===== config.mk =====
export PLATFORM = sky130hd
export DESIGN_NAME = apb_cfg_arbiter
export DESIGN_NICKNAME = d
export VERILOG_FILES = /design/src/rtl/apb_cfg_arbiter.sv
export SDC_FILE = /design/constraint.sdc
export NUM_CORES = 1
export LEC_CHECK = 0
export CAP_MARGIN = 20
export CORE_MARGIN = 2
export CORE_UTILIZATION = 45
export CTS_CLUSTER_SIZE = 40
export DETAILED_ROUTE_END_ITERATION = 8
export DONT_BUFFER_PORTS = 1
export PLACE_DENSITY = 0.59
export SYNTH_ARGS = -nofsm -noshare
export SYNTH_HDL_FRONTEND = slang
export SYNTH_SLANG_ARGS = --single-unit
export TNS_END_PERCENT = 1

===== constraint.sdc =====
create_clock -name clk_apb -period 2.2 [get_ports clk_apb]
set_input_delay 0.22 -clock clk_apb [delete_from_list [all_inputs] [get_ports clk_apb]]
set_output_delay 0.22 -clock clk_apb [all_outputs]
set_load 0.01 [all_outputs]

===== src/rtl/apb_cfg_arbiter.sv =====
// -----------------------------------------------------------------------------
// apb_cfg_arbiter
//   Shares the single APB master among NUM_REQ configuration requesters (CSC,
//   filter1, filter2 and iCSC coefficient loaders plus a host port). Requests
//   are granted round-robin, one APB transfer per grant. The block fires the
//   master's write/read trigger, then watches PSEL/PENABLE for the ACCESS
//   phase. If ACCESS does not arrive within TIMEOUT cycles, the transfer is
//   aborted and reported.
//
// Ports
//   clk_apb, rstn_apb          APB clock; asynchronous, active-HIGH reset
//   i_req/i_wr [NUM_REQ]       level request (held until ack/err) and direction
//   i_addr/i_data/i_sel        packed per-requester payload, requester k at
//                              [k*W +: W]
//   o_ack/o_err [NUM_REQ]      one-hot, single-cycle completion/timeout pulse
//   o_mst_addr/data/sel        payload presented to apb_master
//   o_mst_wr_trg/o_mst_rd_trg  single-cycle trigger to apb_master
//   i_psel, i_penable          monitored APB bus strobes
//   o_busy                     high whenever the FSM is not in IDLE
// -----------------------------------------------------------------------------
module apb_cfg_arbiter #(
  parameter int NUM_REQ    = 4,
  parameter int SEL_WIDTH  = 4,
  parameter int ADDR_WIDTH = 10,
  parameter int DATA_WIDTH = 32,
  parameter int TIMEOUT    = 15
) (
  input  logic                          clk_apb,
  input  logic                          rstn_apb,
  input  logic [NUM_REQ-1:0]            i_req,
  input  logic [NUM_REQ-1:0]            i_wr,
  input  logic [NUM_REQ*ADDR_WIDTH-1:0] i_addr,
  input  logic [NUM_REQ*DATA_WIDTH-1:0] i_data,
  input  logic [NUM_REQ*SEL_WIDTH-1:0]  i_sel,
  output logic [NUM_REQ-1:0]            o_ack,
  output logic [NUM_REQ-1:0]            o_err,
  output logic [ADDR_WIDTH-1:0]         o_mst_addr,
  output logic [DATA_WIDTH-1:0]         o_mst_data,
  output logic [SEL_WIDTH-1:0]          o_mst_sel,
  output logic                          o_mst_wr_trg,
  output logic                          o_mst_rd_trg,
  input  logic                          i_psel,
  input  logic                          i_penable,
  output logic                          o_busy
);

  localparam int IDX_W = (NUM_REQ > 1) ? $clog2(NUM_REQ) : 1;

  typedef enum logic [2:0] {
    ST_IDLE,
    ST_ARB,
    ST_TRIG,
    ST_WAIT,
    ST_DONE,
    ST_ERR
  } state_t;

  state_t                  state_q, state_d;
  logic [IDX_W-1:0]        ptr_q, ptr_d;
  logic [IDX_W-1:0]        gnt_q, gnt_d;
  logic [3:0]              cnt_q, cnt_d;
  logic [ADDR_WIDTH-1:0]   mst_addr_q, mst_addr_d;
  logic [DATA_WIDTH-1:0]   mst_data_q, mst_data_d;
  logic [SEL_WIDTH-1:0]    mst_sel_q, mst_sel_d;
  logic                    mst_wr_q, mst_wr_d;

  logic                    arb_found;
  logic [IDX_W-1:0]        arb_idx;
  logic [ADDR_WIDTH-1:0]   arb_addr;
  logic [DATA_WIDTH-1:0]   arb_data;
  logic [SEL_WIDTH-1:0]    arb_sel;
  logic                    arb_wr;
  logic [NUM_REQ-1:0]      gnt_oh;

  // (base + off) mod NUM_REQ, for off in 0..NUM_REQ-1.
  function automatic logic [IDX_W-1:0] wrap_add(input logic [IDX_W-1:0] base,
                                                input int off);
    int s;
    s = int'(base) + off;
    if (s >= NUM_REQ) s = s - NUM_REQ;
    return IDX_W'(s);
  endfunction

  // Round-robin search starting at ptr_q. Scanning offsets from the far end
  // down to 0 lets the closest pending requester overwrite earlier hits.
  // NOTE: every variable assigned in a combinational block gets a default
  // first, otherwise the paths that skip an assignment infer a latch.
  always_comb begin
    arb_found = 1'b0;
    arb_idx   = ptr_q;
    for (int i = NUM_REQ - 1; i >= 0; i--) begin
      if (i_req[wrap_add(ptr_q, i)]) begin
        arb_found = 1'b1;
        arb_idx   = wrap_add(ptr_q, i);
      end
    end
  end

  // Payload mux for the candidate winner (constant slice bases per leg).
  always_comb begin
    arb_addr = '0;
    arb_data = '0;
    arb_sel  = '0;
    arb_wr   = 1'b0;
    for (int k = 0; k < NUM_REQ; k++) begin
      if (arb_idx == IDX_W'(k)) begin
        arb_addr = i_addr[k*ADDR_WIDTH +: ADDR_WIDTH];
        arb_data = i_data[k*DATA_WIDTH +: DATA_WIDTH];
        arb_sel  = i_sel[k*SEL_WIDTH +: SEL_WIDTH];
        arb_wr   = i_wr[k];
      end
    end
  end

  always_comb begin
    state_d    = state_q;
    ptr_d      = ptr_q;
    gnt_d      = gnt_q;
    cnt_d      = cnt_q;
    mst_addr_d = mst_addr_q;
    mst_data_d = mst_data_q;
    mst_sel_d  = mst_sel_q;
    mst_wr_d   = mst_wr_q;
    case (state_q)
      ST_IDLE: begin
        if (|i_req) state_d = ST_ARB;
      end
      ST_ARB: begin
        // A request can be withdrawn between IDLE and ARB; go back quietly.
        if (arb_found) begin
          gnt_d      = arb_idx;
          mst_addr_d = arb_addr;
          mst_data_d = arb_data;
          mst_sel_d  = arb_sel;
          mst_wr_d   = arb_wr;
          state_d    = ST_TRIG;
        end else begin
          state_d = ST_IDLE;
        end
      end
      ST_TRIG: begin
        cnt_d   = '0;
        state_d = ST_WAIT;
      end
      ST_WAIT: begin
        // cnt_d is the number of WAIT cycles spent including this one, so the
        // abort lands exactly TIMEOUT cycles after WAIT entry. ACCESS seen in
        // that final cycle still completes the transfer.
        cnt_d = cnt_q + 4'd1;
        if (i_psel && i_penable) begin
          state_d = ST_DONE;
        end else if (cnt_d == 4'(TIMEOUT)) begin
          state_d = ST_ERR;
        end
      end
      ST_DONE, ST_ERR: begin
        ptr_d   = wrap_add(gnt_q, 1);
        state_d = ST_IDLE;
      end
      default: state_d = ST_IDLE;
    endcase
  end

  // NOTE: state registers use non-blocking assignments so every flop samples
  // the pre-edge values regardless of process evaluation order.
  always_ff @(posedge clk_apb or posedge rstn_apb) begin
    if (rstn_apb) begin
      state_q    <= ST_IDLE;
      ptr_q      <= '0;
      gnt_q      <= '0;
      cnt_q      <= '0;
      mst_addr_q <= '0;
      mst_data_q <= '0;
      mst_sel_q  <= '0;
      mst_wr_q   <= 1'b0;
    end else begin
      state_q    <= state_d;
      ptr_q      <= ptr_d;
      gnt_q      <= gnt_d;
      cnt_q      <= cnt_d;
      mst_addr_q <= mst_addr_d;
      mst_data_q <= mst_data_d;
      mst_sel_q  <= mst_sel_d;
      mst_wr_q   <= mst_wr_d;
    end
  end

  // Pulses are decoded from the state register, so reset kills them at once.
  assign gnt_oh       = NUM_REQ'(1) << gnt_q;
  assign o_ack        = (state_q == ST_DONE) ? gnt_oh : '0;
  assign o_err        = (state_q == ST_ERR)  ? gnt_oh : '0;
  assign o_mst_wr_trg = (state_q == ST_TRIG) &&  mst_wr_q;
  assign o_mst_rd_trg = (state_q == ST_TRIG) && !mst_wr_q;
  assign o_mst_addr   = mst_addr_q;
  assign o_mst_data   = mst_data_q;
  assign o_mst_sel    = mst_sel_q;
  assign o_busy       = (state_q != ST_IDLE);

endmodule


-- Yosys cells after proc, flatten, opt, wreduce, memory -nomap -nowiden
Cells that the tools add are included.
Widths: inputs -> output; s select.
- register bits: 58
- output and inout bits: 57
- bits of input ports: 196
- equality and inequality tests: 11
- shift operators: 1
- reduce and logical (&&, ||, !) cells: 12
- magnitude comparators: 9
- add/subtract/negate cells: 10
- mux-type cells: 45
- operators by type and width (kind ; count):
    $mux 32 ; 4
    $mux 10 ; 4
    $mux 4 ; 6
    $mux 2 ; 10
    $ge 3x3->1 const B ; 4
    $lt 2x3->1 const B ; 4
    $mux 1 ; 12
    $pmux 3 s4 ; 1
    $sub 2x1->2 const B ; 5
    $mux 3 ; 3
    $bmux 1 s2 ; 4
    $pmux 4 s2 ; 1
    $add 2x1->3 const B ; 2
    $add 2x2->3 const B ; 2
    $eq 3x2->1 const B ; 2
    $eq 3x3->1 const B ; 2
    $add 4x1->4 const B ; 1
    $eq 2x2->1 const B ; 2
    $eq 4x4->1 const B ; 1
    $reduce_and 2->1 ; 2
    $reduce_or 4->1 ; 1
    $shl 1x2->4 const A ; 1
    $eq 3x1->1 const B ; 1
    $ge 2x3->1 const B ; 1
    other kinds (10) ; 12

-- Depth between registers and ports, before layout
Gate-level depths: netlist of run 1.
- depth in word-level cells: 14
- gate-level depth with buffers: 8
- depth with buffers taken out: 7

-- Worst setup path before layout of run 1
No wires, ideal clock.
- path type: reg2reg
- from: register ptr_q[1]
- to: register mst_addr_q[9] (netlist: o_mst_addr[9])
- clock period less this slack: 1805 ps
- slack: 395 ps
- stages on the path, launching flop included: 8
- data arrival time: 1670 ps
- path buffers: 2
- required time: 2065 ps
- cell sequence: dfrtp_1 > and3b_1 > or4_4 > and2_1 > nor2_2 > buf_4 > buf_6 > a311oi_2
- longest elaborated chain between the ends: 14
- elaborated cells between the ends (all ways): 40
- classes of those cells: add/sub: 7; order compare: 4; eq/ne: 3; mux: 24; reduce/logical: 2
- RTL lines (element ; line ; RTL):
    start, declared ; 59 ; logic [IDX_W-1:0] ptr_q, ptr_d;
    start signal, assigned ; 178 ; ptr_q <= ptr_d;
    $add 2x2->3 ; 79 ; s = int'(base) + off;
    $ge 3x3->1 / $sub 2x1->2 (equally long branches) ; 80 ; if (s >= NUM_REQ) s = s - NUM_REQ;
    $mux 2 ; 80 ;
    $bmux 1 s2 ; 92 ; if (i_req[wrap_add(ptr_q, i)]) begin
    $mux 1 (not written as such) ; 92 ;
    $mux 2 (4 in a row) ; 92 ;
    $logic_not 2->1 ; 106 ; if (arb_idx == IDX_W'(k)) begin
    $mux 10 (4 in a row) ; 106 ;
    end signal, assigned ; 181 ; mst_addr_q <= mst_addr_d;
    end, declared ; 62 ; logic [ADDR_WIDTH-1:0] mst_addr_q, mst_addr_d;
Parallel ways exist; a longest one is shown, timed or not. The select of a mux whose other input is x is not followed.
A chain may end at the register's enable or synchronous reset.

-- Worst setup path after layout of run 1
- from: register ptr_q[0]
- to: register mst_addr_q[9] (netlist: o_mst_addr[9])
Same word-level chain as after synthesis.

==> metrics.cfg, run 1 <==
[run_status]
status = completed

[global_route]
antenna_found_initial = 0
grt_pass1_wl_mm = 19.5
grt_max_degree = 35
grt_overflow = 0
grt_pass1_vias = 3734
grt_usage_pct = 24.9

[floorplanning]
ios = 253
core_area_um2 = 9150
dieArea_um2 = 10100
initial_core_util_pct = 45.8
die_h_um = 101
rows = 35
die_w_um = 101

[critical_path]
crit_top_cell = buf_4
crit_buf_inv = 2
critPathMaxStageDelay_ns = 0.44
cp.arrival_ns = 2.22
crit_slowest_cell = dfrtp_1
crit_family = buffers and inverters
cp-start-kind = register
end_kind = register
crit_type = reg -> reg
crit_path_cell_trace = nor2b_1 -> o21a_2 -> buf_4 -> nor3_4 -> buf_4 -> nand2_1 -> a311oi_2
worstPathMaxFanout = 23
required_ns = 2.43

[timing]
rsz0062_at_grt = false
setup_tns_ns = 0
finalMaxSlewViolations = 0
final-hold-violation-count = 0
final.min_clock_period_ns = 1.99
slew_headroom_pct = 58.2
skew_ns = 0.0129
setup_viol = 0
worst_pin_slew_ns = 0.626
timing.final.crit_share_pct = 90.3
max_freq_mhz = 503

[clock_tree]
cts_setup_buffers = 0
cts_tree = built
cts_root_buffer = clkbuf_8
numCtsBuffers = 9
cts.sinks = 58
path_clk_slew_ns = 0.07
clock_latency_ns = 0.34
cts_buffer_depth = 2
cts.htree.levels = 3

[layout]
layout-drive-gt1-share_pct = 17.5
area_growth_pct = 7.88
num-fill-cells = 876
stdcell_count = 575
fin_area_um2 = 4520
fin_nets = 662
final_cell_mix = nand2_1, dfrtp_1, nor2_1
diodes = 0
final_common_cell = nand2_1

[logic_synthesis]
synth_edf_count = 0
yosys.cell_types.count = 48
ys.flop_type = dfrtp_1
async_reset_ff_share_pct = 100
ys_warn_count = 0
netlist_area_um2 = 4190
avgSynthCellArea_um2 = 8.81
ys_ff_latch = 58
ys_seq_area_share_pct = 34.6
syn-instance-count = 476
syn_nets = 678

[place]
io_buffers = 0
place.gp.congestion = 0.843
placed_cell_area_um2 = 4330
placed_cells = 559
hpwl_mm = 9.48

[run]
drv_cap = 0

[power_and_ir_drop]
power_leakage_uw = 0.00159
peakVddDrop_mv = 0.628
power-per-cell-area_nw_per_um2 = 1450

[drt]
ant_nets = 0
remaining_drc_errors = 0
wl_per_cell_um = 23.0
viasPerCell = 6.62
wirelength_mm = 13.2
drt_iter0_drc = 198
dr.pass1.iters = 4
via_count = 3806

[worst_hold_path]
hold_class = in -> reg

==> where the power goes <==
part / switching [uW] / internal [uW] / total (uW)
Sequential: 643 / 1610 / 2250
Clock: 421 / 545 / 966
Combinational: 2020 / 1330 / 3350
Total: 3090 / 3480 / 6570
==> what timing repair did <==
item	4_1_cts	5_1_grt
endpoints found under the setup margin	0	1
gates resized for setup	0	1
hold buffers	1	0
hold endpoints to repair	27	0
==> Yosys cell counts (2+ instances only) <==
library cell,instances,area [um2]
nand2_1,104,390
dfrtp_1,58,1450
nor2_1,53,199
nor4b_1,46,403
a211oi_1,34,255
a311oi_1,26,228
clkbuf_1,25,93.8
a311oi_2,19,285
a211oi_2,14,175
buf_2,13,65.1
buf_6,10,113
nor3_1,8,40.0
o21ai_0,7,35.0
ha_1,6,75.1
nand2b_1,6,37.5
inv_1,5,18.8
nor2b_1,5,31.3
a21oi_1,3,15.0
or3_1,3,18.8
a21o_1,2,15.0
buf_4,2,15.0
==> routing by layer <==
layer  wire (um)  part of all wire (%)  vias to the layer above  global-route usage [%]
met5           0                     0                        -                       0
met1        5120                    39                     1824                    29.1
met2        6680                    51                      205                    43.4
li1            -                     -                     1748                       -
met3        1080                   8.2                       29                    6.73
met4         327                   2.5                        0                    9.80
==> sequential cells by signal, indices dropped and copies added (netlist names) <==
signal and flops:
cnt_q 4, o_mst_data 32, ptr_q 2, o_mst_sel 4
o_mst_addr 10, gnt_q 2, state_q 3, mst_wr_q 1
==> layout make-up <==
cell class	instances	area, um2	share of cell area, %
clock inverter	3	40.0	0.885
inverter	5	18.8	0.415
multi-input combinational	363	2480	54.8
clock buffer	12	145	3.21
timing repair buffer	23	250	5.53
sequential	58	1450	32.1
tap	111	139	3.07
==> stage by stage <==
stage / utilization (%) / setup WS, ns / power (uW) / hold slack (ns)
finish: 49.4 / 0.214 / 6570 / 0.0314
global route: 49.4 / 0.0512 / 7050 / 0.0225
CTS: 49.4 / 0.199 / 6600 / 0.0214
detailed placement: 47.3 / 0.195 / 5630 / 0.223
global placement: 47.3 / 0.241 / 5530 / 0.216
floorplan: - / 0.395 / 4770 / 0.373
==> worst reg2reg max path, cell delays in order, from the launching register on <==
cell	delay [ns]
dfrtp_1	0.44
nor2b_1	0.10
o21a_2	0.23
buf_4	0.21
nor3_4	0.21
buf_4	0.31
nand2_1	0.11
a311oi_2	0.28
==> final timing paths <==
kind / startpoint / endpoint / slack [ns] / cells past startpoint
worst min register to register: cnt_q[3] / cnt_q[3] / 0.56 / 1
min in group asynchronous: rstn_apb / cnt_q[2] / 0.43 / 2
worst max register to register: ptr_q[0] / o_mst_addr[9] / 0.21 / 7
worst max-delay path: ptr_q[0] / o_mst_addr[9] / 0.21 / 7
max in group asynchronous: rstn_apb / cnt_q[3] / 1.17 / 3
worst min-delay path: i_data[73] / o_mst_data[9] / 0.03 / 2
==> cell families (layout without fill, tap and decap cells) <==
logic type | Yosys count | in the layout | synth area share, %
muxes | 2 | 2 | 0.507
buffers and inverters | 55 | 43 | 7.28
adders and majority gates | 6 | 6 | 1.79
DFF | 58 | 58 | 34.6
and+or+nand+nor | 237 | 237 | 29.0
xor gates and xnor gates | 1 | 1 | 0.209
AOI/OAI and AO/OA | 117 | 117 | 26.5
Note: power is estimated with default switching activity, not from simulation.
==> inputs of run 2 (changes only) <==
==> constraint.sdc (replaced) <==
create_clock -name clk_apb -period 2.4 [get_ports clk_apb]
set_input_delay 0.24 -clock clk_apb [delete_from_list [all_inputs] [get_ports clk_apb]]
set_output_delay 0.24 -clock clk_apb [all_outputs]
set_load 0.01 [all_outputs]
==> run 2 against run 1 <==
Hold slack better by 0.018 ns. Clock skew about the same. Power down 7.5%. Maximum frequency down 1.5%. Critical path type unchanged.
==> metrics.cfg, run 2 (synthesized netlist as in run 1, its figures left out) <==
[layout]
post-route-util_pct = 49.4  ; about the same
final_cell_mix = nand2_1, dfrtp_1, nor2_1
fin_nets = 659  ; -0.45%
final_common_cell = nand2_1
num-fill-cells = 881  ; +0.57%
layout-drive-gt1-share_pct = 17.3  ; -0.14 points
area_growth_pct = 7.82  ; about the same
multi_input_area_um2 = 2480  ; about the same
regArea_um2 = 1450  ; unchanged
largest_reg_flops = 32  ; unchanged
diodes = 0  ; unchanged

[critical_path]
reg2reg_depth = 6  ; -1
crit_path_cell_trace = nor2b_1 -> o21a_2 -> or3_4 -> buf_4 -> a211oi_1 -> a311oi_1
crit_buf_inv = 1  ; -1
required_ns = 2.60  ; +0.17 ns
cp.arrival_ns = 2.22  ; about the same
crit_type = reg -> reg
r2r_setup_slack_ns = 0.38  ; +0.17 ns
reg2reg_from = ptr_q[0]
worstPathMaxFanout = 27  ; +17%
startpoint = ptr_q[0]
cp-start-kind = register
crit_family = compound AO/OA/AOI/OAI gates
crit_slowest_cell = or3_4
critPathMaxStageDelay_ns = 0.48  ; +0.04 ns
end_kind = register
cp.depth = 6  ; -1

[global_route]
grt_pass1_wl_mm = 19.3  ; -1.0%
antenna_found_initial = 0  ; unchanged
grt_pass1_vias = 3673  ; -1.6%
grt_max_degree = 48  ; +37%
grt_usage_pct = 24.6  ; -0.30 points
grt_overflow = 0  ; unchanged

[drt]
drt_iter0_drc = 125  ; -37%
dr.pass1.iters = 4  ; unchanged
wl_per_cell_um = 23.1  ; +0.33%
remaining_drc_errors = 0  ; unchanged
ant_nets = 0  ; unchanged
via_count = 3753  ; -1.4%
viasPerCell = 6.55  ; -1.0%
wirelength_mm = 13.2  ; about the same

[floorplanning]
ios = 253  ; unchanged
initial_core_util_pct = 45.8  ; unchanged
die_w_um = 101  ; unchanged
dieArea_um2 = 10100  ; unchanged
core_area_um2 = 9150  ; unchanged
die_h_um = 101  ; unchanged
rows = 35  ; unchanged

[power_and_ir_drop]
power_leakage_uw = 0.00158  ; -0.56%
power-per-cell-area_nw_per_um2 = 1340  ; -7.5%
peakVddDrop_mv = 0.493  ; -21%
power_frac_seq_pct = 33.9  ; -0.4 points
netSwitchingPower_uw = 2820  ; -8.7%
pwr-share-comb_pct = 49.3  ; -1.7 points
internal_power_uw = 3260  ; -6.4%
pwr-share-clk_pct = 16.8  ; +2.1 points
switching_share_pct = 46.4  ; -0.61 points

[clock_tree]
cts_setup_buffers = 0  ; unchanged
cts_root_buffer = clkbuf_8
cts_tree = built
clock_latency_ns = 0.34  ; about the same
cts_buffer_depth = 2  ; unchanged
cts.htree.levels = 3  ; unchanged
path_clk_slew_ns = 0.07  ; about the same
cts.sinks = 58  ; unchanged
numCtsBuffers = 9  ; unchanged

[timing]
finalHoldWorstSlack_ns = 0.0492  ; +0.0178 ns
skew_ns = 0.0127  ; -0.000199 ns
final-hold-violation-count = 0  ; unchanged
setup_tns_ns = 0  ; unchanged
finalMaxSlewViolations = 0  ; unchanged
slew_headroom_pct = 58.1  ; -0.096 points
worst_pin_slew_ns = 0.628  ; +0.00143 ns
final.min_clock_period_ns = 2.02  ; +0.0302 ns
timing.final.crit_share_pct = 84.0  ; -6.3 points
setup_viol = 0  ; unchanged
max_freq_mhz = 496  ; -1.5%
rsz0062_at_grt = false

[place]
place.gp.congestion = 0.814  ; -3.4%
hpwl_mm = 9.47  ; about the same
io_buffers = 0  ; unchanged

[run_status]
status = completed

[worst_hold_path]
hold_depth = 2  ; unchanged
hp-start = i_data[92]
hold_class = in -> reg

[run]
drv_cap = 0  ; unchanged

==> run 2: changes by cell type in the layout (fill, tap and decap cells not counted) <==
cell / previous run / this run
bufinv_16: 1 / 2
clkbuf_1: 2 / 1
a2111oi_1: 1 / 0
buf_12: 6 / 5
a2111oi_0: 0 / 1
buf_4: 16 / 14
clkinvlp_4: 0 / 1
==> run 2: stage by stage <==
stage	cell area [um2]	power, uW	setup slack [ns]	cells
floorplan	4190	4370	0.595	476
global placement	4290	5000	0.462	556
detailed placement	4290	5090	0.386	556
CTS	4520	6120	0.377	573
global route	4520	6510	0.255	573
finish	4520	6070	0.384	573
==> run 2: worst reg2reg max path: cells and delay by family, from the launching register on <==
| family | cells | cell delay (ns) |
|---|---|---|
| DFF | 1 | 0.43 |
| AOI/OAI and AO/OA | 3 | 0.62 |
| and+or+nand+nor | 2 | 0.57 |
| buffers and inverters | 1 | 0.27 |
==> run 2: layout make-up <==
type                            count  area share (%)
Clock buffer                       11            3.13
Clock inverter                      5            1.72
Inverter                            5           0.415
Multi-Input combinational cell    363            54.8
Sequential cell                    58            32.1
Tap cell                          111            3.07
Timing Repair Buffer               20            4.76
==> run 2: final timing paths <==
check / endpoint
max: o_mst_data[21]
min: o_mst_data[28]
max reg2reg: o_mst_data[21]
min reg2reg: cnt_q[3]
max in group asynchronous: ptr_q[1]
min in group asynchronous: o_mst_data[25]
==> run 2: power groups by stage <==
stage	registers (uW)	clock network, uW	logic [uW]
after floorplan	1930	0	2440
after global placement	2080	0	2920
after detailed placement	2080	0	3010
after CTS	2070	1040	3010
after global routing	2120	1090	3300
final	2060	1020	3000
==> run 2: routing by layer <==
metal | share of wire, % | GRT usage [%] | vias to the layer above
li1 | - | - | 1740
met3 | 9.1 | 6.73 | 20
met5 | 0 | 0 | -
met4 | 1.7 | 8.85 | 0
met2 | 52 | 45.3 | 196
met1 | 37 | 26.9 | 1797
==> run 2: repair_timing <==
item / in CTS / in global routing
hold buffers: 1 / 0
gates resized for setup: 0 / 0
endpoints found under the hold margin: 26 / 0
